==> config.mk <==
export PLATFORM = sky130hd
export DESIGN_NAME = store_buffer
export DESIGN_NICKNAME = d
export VERILOG_FILES = /design/src/rtl/store_buffer.sv
export SDC_FILE = /design/constraint.sdc
export NUM_CORES = 1
export LEC_CHECK = 0
export BUFFER_PORTS_ARGS = -buffer_cell sky130_fd_sc_hd__buf_2
export CAP_MARGIN = 40
export CORE_AREA = 3 3 236 169
export CTS_BUF_LIST = sky130_fd_sc_hd__clkbuf_8
export CTS_CLUSTER_SIZE = 10
export DETAILED_ROUTE_END_ITERATION = 7
export DIE_AREA = 0 0 239 172
export PLACE_DENSITY = 0.69
export SKIP_LAST_GASP = 1
export SYNTH_ARGS = -nofsm -noshare
export SYNTH_HDL_FRONTEND = slang
export SYNTH_SLANG_ARGS = --single-unit
export TNS_END_PERCENT = 30
==> constraint.sdc <==
create_clock -name clk -period 5 [get_ports clk]
set_clock_uncertainty 0.1 [all_clocks]
set_input_delay 0.25 -clock clk [delete_from_list [all_inputs] [get_ports clk]]
set_output_delay 0.25 -clock clk [all_outputs]
set_load 0.05 [all_outputs]
==> src/rtl/store_buffer.sv <==
// store_buffer: in-order FIFO of retired word stores that drains one entry at a
// time into the data cache and forwards the youngest matching store to loads.
// Optional macro SB_COALESCE_EN merges a store into an already-buffered entry
// with the same word address instead of allocating a new one.
module store_buffer #(
   parameter int unsigned DEPTH = 4,
   parameter int unsigned AW    = 32,
   parameter int unsigned DW    = 32
) (
   input  logic                   clk,
   input  logic                   reset,
   input  logic                   st_valid,
   input  logic [AW-1:0]          st_addr,
   input  logic [DW-1:0]          st_data,
   output logic                   st_ready,
   input  logic                   ld_valid,
   input  logic [AW-1:0]          ld_addr,
   output logic                   sb_hit,
   output logic [DW-1:0]          sb_rd,
   input  logic                   ld_busy,
   output logic                   sb_write,
   output logic [AW-1:0]          sb_a,
   output logic [DW-1:0]          sb_wd,
   input  logic                   dc_hit,
   output logic [$clog2(DEPTH):0] count,
   output logic                   empty,
   output logic                   full
);
   localparam int unsigned PW = $clog2(DEPTH);
   localparam int unsigned CW = PW + 1;
   localparam int unsigned WW = AW - 2;

   typedef enum logic {IDLE = 1'b0, DRAIN = 1'b1} state_t;

   state_t        r_state;
   state_t        w_state_nxt;
   logic [WW-1:0] r_addr [DEPTH];
   logic [DW-1:0] r_data [DEPTH];
   logic [PW-1:0] r_head;
   logic [PW-1:0] r_tail;
   logic [CW-1:0] r_count;

   logic          w_push;
   logic          w_alloc;
   logic          w_pop;
   logic          w_coal;
   logic [PW-1:0] w_coal_idx;
   logic          w_ld_match;
   logic [PW-1:0] w_ld_idx;
   logic          w_unused_bits;

   assign w_unused_bits = ^{st_addr[1:0], ld_addr[1:0]};

   assign count    = r_count;
   assign empty    = (r_count == '0);
   assign full     = (r_count == CW'(DEPTH));
   assign st_ready = ~full | w_coal;
   assign w_push   = st_valid & st_ready;
   assign w_alloc  = w_push & ~w_coal;
   assign w_pop    = (r_state == DRAIN) & dc_hit;

   // Load forwarding: scan valid entries oldest to youngest, last match wins
   always_comb begin
      w_ld_match = 1'b0;
      w_ld_idx   = '0;
      for (int i = 0; i < DEPTH; i++) begin
         if ((CW'(i) < r_count) &&
             (r_addr[PW'(r_head + PW'(i))] == ld_addr[AW-1:2])) begin
            w_ld_match = 1'b1;
            w_ld_idx   = PW'(r_head + PW'(i));
         end
      end
   end

   assign sb_hit = ld_valid & w_ld_match;
   assign sb_rd  = sb_hit ? r_data[w_ld_idx] : '0;

`ifdef SB_COALESCE_EN
   logic          w_st_match;
   logic [PW-1:0] w_st_idx;

   // Store merge lookup: youngest valid entry with the incoming word address
   always_comb begin
      w_st_match = 1'b0;
      w_st_idx   = '0;
      for (int i = 0; i < DEPTH; i++) begin
         if ((CW'(i) < r_count) &&
             (r_addr[PW'(r_head + PW'(i))] == st_addr[AW-1:2])) begin
            w_st_match = 1'b1;
            w_st_idx   = PW'(r_head + PW'(i));
         end
      end
   end

   // The head entry being drained must stay stable, so it never absorbs a merge
   assign w_coal     = w_st_match & ~((w_st_idx == r_head) & (r_state == DRAIN));
   assign w_coal_idx = w_st_idx;
`else
   assign w_coal     = 1'b0;
   assign w_coal_idx = '0;
`endif

   // Drain FSM state register
   always_ff @(posedge clk) begin
      if (reset) begin
         r_state <= IDLE;
      end else begin
         r_state <= w_state_nxt;
      end
   end

   // Drain FSM next state and cache write interface
   always_comb begin
      w_state_nxt = r_state;
      sb_write    = 1'b0;
      sb_a        = '0;
      sb_wd       = '0;
      case (r_state)
         IDLE: begin
            if (~empty & ~ld_busy) begin
               w_state_nxt = DRAIN;
            end
         end
         DRAIN: begin
            sb_write = 1'b1;
            sb_a     = {r_addr[r_head], 2'b00};
            sb_wd    = r_data[r_head];
            if (dc_hit) begin
               w_state_nxt = IDLE;
            end
         end
         default: w_state_nxt = IDLE;
      endcase
   end

   // Head/tail pointers and occupancy counter
   always_ff @(posedge clk) begin
      if (reset) begin
         r_head  <= '0;
         r_tail  <= '0;
         r_count <= '0;
      end else begin
         if (w_alloc) begin
            r_tail <= PW'(r_tail + 1'b1);
         end
         if (w_pop) begin
            r_head <= PW'(r_head + 1'b1);
         end
         case ({w_alloc, w_pop})
            2'b10:   r_count <= CW'(r_count + 1'b1);
            2'b01:   r_count <= CW'(r_count - 1'b1);
            default: r_count <= r_count;
         endcase
      end
   end

   // Entry storage: allocate at tail, or overwrite data of a merged entry
   always_ff @(posedge clk) begin
      if (w_alloc) begin
         r_addr[r_tail] <= st_addr[AW-1:2];
         r_data[r_tail] <= st_data;
      end else if (w_push) begin
         r_data[w_coal_idx] <= st_data;
      end
   end

endmodule
# --- After elaboration in Yosys (flattened, before gate mapping) ---
# Memories as Yosys holds them, arrays and structs flattened. A register that Yosys moved wholly into a read port is not among the register bits.
# Index checks and enable logic that the tools add are counted.
# Widths: inputs -> output; s select.
word_totals:
  n_memories: 2
  ramBits: 248
  regBits: 8
  wordCells: 59
  out_inout_bits: 104
memory_table:
  columns: ["name", "depth", "word_bits", "rd", "rd_ports_with_merged_regs", "wr", "line", "text"]
  rows:
  - ["r_data", 4, 32, 2, 1, 1, "38", "logic [DW-1:0] r_data [DEPTH];"]
  - ["r_addr", 4, 30, 4, 1, 1, "37", "logic [WW-1:0] r_addr [DEPTH];"]
op_classes:
  n_lt_le_gt_ge: 4
  add_sub_neg: 6
  n_mux: 22
  n_bitwise: 8
  n_reduce_logical: 6
  n_eq_ne: 7
op_table:
  columns: ["cell", "count"]
  rows:
  - ["$eq 30x30->1", 4]
  - ["$mux 32", 3]
  - ["$mux 2", 8]
  - ["$mux 1", 9]
  - ["$lt 1x3->1 const A", 2]
  - ["$lt 2x3->1 const A", 2]
  - ["$pmux 3 s2", 1]
  - ["$add 2x1->2 const B", 2]
  - ["$add 2x2->2 const B", 2]
  - ["$and 1x1->1", 4]
  - ["$logic_and 1x1->1", 4]
  - ["$not 1->1", 4]
  - ["$add 3x1->3 const B", 1]
  - ["$eq 3x3->1 const B", 1]
  - ["$logic_not 3->1", 1]
  - ["$sub 3x1->3 const B", 1]
  - ["$eq 2x1->1 const B", 1]
  - ["$eq 2x2->1 const B", 1]
  - ["$pmux 1 s2", 1]
  - ["$reduce_bool 2->1", 1]

# --- Depth between registers and ports, before layout ---
# An unclocked memory read counts as a cell.
depth:
  ltp_word: 9
  depth_mapped: 18
  ltp_nobuf: 12

# --- Worst setup path before layout ---
# Ideal clock, no wire load.
synth_timing:
  path_type: "reg2out"
  start: "register r_head[0]"
  end: "output port sb_rd[31]"
  t_required_ns: 4.650
  path_stages_with_launch: 16
  setup_slack_ns: 0.098
  path_buffers: 6
  arrival_ns: 4.552
  path_cell_list: "dfxtp_1 buf_6 buf_8 buf_8 buf_6 buf_2 mux4_2 xnor2_1 nand2_1 a2111oi_0 nand3_1 nor4b_4 buf_4 inv_1 a41oi_1 a21boi_1"
synth_via:
  elab_chain_cells: 9
synth_rtl:
  columns: ["item", "line", "text"]
  rows:
  - ["start: declaration", "39", "logic [PW-1:0] r_head;"]
  - ["start signal: assignment", "147", "r_head <= PW'(r_head + 1'b1);"]
  - ["$add 2x1->2", "68", "(r_addr[PW'(r_head + PW'(i))] == ld_addr[AW-1:2])) begin"]
  - ["$mem_v2 4x30 (*)", null, null]
  - ["$eq 30x30->1", "68", null]
  - ["$logic_and 1x1->1", "67", "if ((CW'(i) < r_count) &&"]
  - ["$mux 1 (2 in a row)", "67", null]
  - ["$mux 1 (*)", "67", null]
  - ["$and 1x1->1 (*)", "75", "assign sb_hit = ld_valid & w_ld_match;"]
  - ["via sb_hit", "18", "output logic sb_hit,"]
  - ["$mux 32 (*)", "76", "assign sb_rd = sb_hit ? r_data[w_ld_idx] : '0;"]
  - ["end: declaration", "19", "output logic [DW-1:0] sb_rd,"]
# The timed path passes the listed nets; every way through them passes the cells marked *.

# --- Final worst setup path ---
layout_timing:
  start: "register r_head[0]"
  end: "output port sb_rd[25]"
layout_via:
  elab_chain_cells: 9
layout_rtl:
  columns: ["item", "line"]
  rows:
  - ["$add 2x1->2", "68, 70"]
  - ["$mem_v2 4x30", null]
  - ["$eq 30x30->1", "68"]
  - ["$logic_and 1x1->1", "67"]
  - ["$mux 2 or $mux 1 (tied branches) (3 in a row)", "67"]
  - ["$mem_v2 4x32 or $and 1x1->1 (tied branches)", null]
  - ["$mux 32 (*)", "76"]
# Every way passes the cells marked *; elsewhere a longest branch is shown, timed or not.

==> reports/summary.txt <==
Slowest-stage cell, CP - or4_4
Fillers - 3257
First drt pass iteration count - 6
GRT Overall Usage - 0.209
Largest net degree at the start of global routing - 40
Share of layout cells above drive strength 1 - 0.363
Max Fclk - 202 MHz
Worst reg2reg path startpoint - r_state$_SDFF_PP0_
Setup TNS - 0 ns
Fin nets - 1441
Setup crit start - r_head[0]$_SDFFE_PP0P_
Mapped Area - 0.0151 mm^2
Residual DRC - 0
Cell family with most CP delay - compound AO/OA/AOI/OAI gates
Chip width - 239 um
TritonCTS clock tree - yes
Worst min-delay path class - in -> reg
WL final - 44900 um
Row cnt - 60
Count leader, synth - edfxtp_1
Clock Sinks - 258
DR WL/cell - 24.2 um
RD Place Congestion - 0.976
Hold Startpoint - dc_hit
Reg clk slew, reported paths - 0.06 ns
DR vias - 10672
Max H-tree Level - 2
DR iter-0 viols - 1102
Final setup viols - 0
Die ar. - 0.0411 mm^2
Post-DP Area - 0.0166 mm^2
Crit share post-route - 0.990
Clock latency on the worst-skew pair - 0.56 ns
Post-route cell area - 0.0189 mm^2
Number of synthesized flops with an enable pin - 248
CP Launch Type - flip-flop
CP endpoint kind - output pin
Final ANT Viol Nets - 0
Final Hold Viols - 0
Vias per cell - 5.74
Chip height - 172 um
WP buf/inv - 6
Area delta synth->final - 25.8%
Yosys top cell by area - edfxtp_1
Crit Path Category - reg -> out
Synth Instances - 1024
Most frequent CP cell - buf_12
CP Max Fanout - 8
Clock buffer depth - 3
Initial antenna violation count - 4
Max-capacitance violation count - 0
Commonest cells in the netlist - edfxtp_1 (248), mux2i_1 (130), mux4_2 (105)
Cell Chain, Critical Path - buf_12, buf_12, mux4_2, xnor2_1, nand4_1, a2111o_1, or4_4, o211a_1, o31ai_4, buf_12, buf_8, clkbuf_16, mux2i_1, o22ai_1, clkbuf_4
Leak Pwr - 6.56 nW
Critical Path Max Stage Delay - 0.57 ns
Syn_area_per_cell - 14.7 um^2
Status - finished clean
Critical path arrival - 4.60 ns
Async set-or-reset flop fraction in the synthesized netlist - 0
CTS Buf Count - 44
Most used DFF post-synth - edfxtp_1
Cell Pwr Density - 317 mW/mm^2
Final max-slew violation count - 0
Core area - 0.0380 mm^2
RSZ-0062 raised after global routing - true
Actual slew at the worst max-slew pin - 0.596 ns
WP data required - 4.65 ns
First-pass GRT wire length - 64500 um
Worst vdd ir - 0.000197 V
I/O pin total - 206
Slew HR - 0.600
Fin crit period - 4.95 ns
Gr ovfl total - 0
Initial core utilization - 0.397
Register bit total from synthesis - 258
Ys Warns - 0
Clk root buf - clkbuf_8
Top post-synthesis cells by area - edfxtp_1 (49%), mux4_2 (16%), mux2i_1 (8.6%)
Hpwl dp - 30100 um
Sequential element share of the synthesized area - 0.508
Synth cell types - 70
Top cell type's share of synthesized area - 0.494
Buffers added on ports - 199
PnR worst setup slack - 0.0515 ns
Vias in the first global route - 10477
Pre-CTS WS - 0.185 ns
-- power by group --
part,internal [mW],switching (mW)
Clock,1.13,0.864
Sequential,2.51,0.0939
Combinational,0.575,0.824
Total,4.22,1.78
-- metal layers --
layer | global-route usage | part of all wire
met2 | 0.311 | 0.44
met3 | 0.0588 | 0.10
met5 | 0 | 0.00027
met4 | 0.0575 | 0.023
met1 | 0.300 | 0.44
-- cell families (layout without fill, tap and decap cells) --
logic type | count (synthesis) | count (layout) | share of synthesized area
buf+inv | 107 | 444 | 0.0417
mux | 248 | 248 | 0.257
fa+ha+maj | 9 | 9 | 0.00747
compound gates | 118 | 118 | 0.0554
xor+xnor | 111 | 111 | 0.0645
other cells | 1 | 4 | 0.000249
flops | 258 | 258 | 0.508
simple gates | 172 | 172 | 0.0658
-- through the flow --
stage	total power [mW]	cells	hold WS, ns	util
floorplan	3.53	1025	0.249	-
global placement	3.87	1665	0.362	0.434
detailed placement	3.90	1669	0.365	0.437
CTS	5.98	1828	0.0971	0.484
global route	6.26	1860	0.145	0.499
finish	6.00	1860	0.159	0.499
-- state kept, by name, summed over array words and instances, names as in the netlist, named ones only --
signal   cells
count        3
r_addr     120
r_data     128
r_head       2
r_state      1
r_tail       2
-- placed cells by master (no fill, tap or decap), drive strengths merged, types with 4 or more instances in the layout --
| cell type | instances |
|---|---|
| dlygate4sd3 | 65 |
| dfxtp | 10 |
| a22oi | 7 |
| nor4 | 5 |
| xor2 | 14 |
| a211oi | 5 |
| mux2 | 9 |
| o21ai | 17 |
| and2 | 66 |
| o22ai | 37 |
| nor3 | 6 |
| and3 | 7 |
| nand4 | 16 |
| nor2 | 23 |
| clkinv | 20 |
| nand3 | 5 |
| mux4 | 109 |
| buf | 274 |
| ha | 9 |
| nor2b | 5 |
| inv | 26 |
| xnor2 | 97 |
| clkbuf | 52 |
| a21oi | 8 |
| nor4b | 4 |
| a2111oi | 6 |
| bufinv | 6 |
| edfxtp | 248 |
| mux2i | 130 |
| nand2 | 25 |
-- worst reg2reg max path, cell delays in order, from the launching register on --
cell     delay (ns)
dfxtp_2        0.69
buf_4          0.47
and2_1         0.33
ha_1           0.33
or3_1          0.38
a21oi_1        0.14
-- worst paths after layout --
| check | end | slack (ns) | cells after the start |
|---|---|---|---|
| hold / removal | flip-flop | 0.16 | 4 |
| setup / recovery | sb_rd[25] | 0.05 | 15 |
| hold reg to reg | r_tail[0]$_SDFFE_PP0P_ | 0.50 | 2 |
| setup reg to reg | count[2]$_SDFFE_PP0P_ | 2.52 | 5 |
-- area by class of cell --
| type | instances | area, um^2 | share of cell area |
|---|---|---|---|
| Clock inverter | 34 | 300 | 0.0158 |
| Inverter | 19 | 71.3 | 0.00376 |
| Antenna cell | 2 | 5.00 | 0.000264 |
| Sequential cell | 258 | 7660 | 0.404 |
| Tap cell | 496 | 621 | 0.0328 |
| Clock buffer | 44 | 606 | 0.0320 |
| Multi-Input combinational cell | 660 | 7000 | 0.369 |
| Timing Repair Buffer | 347 | 2680 | 0.141 |
-- repair_timing --
| item | in CTS | in global routing |
|---|---|---|
| pin swaps | 1 | 12 |
| setup buffers | 15 | 27 |
| gates resized for setup | 6 | 68 |
| setup endpoints to repair | 32 | 32 |
| endpoints found under the hold margin | 258 | 0 |
| hold buffers | 65 | 0 |
| gates cloned | 1 | 3 |
Power figures use the tool's default switching activity.
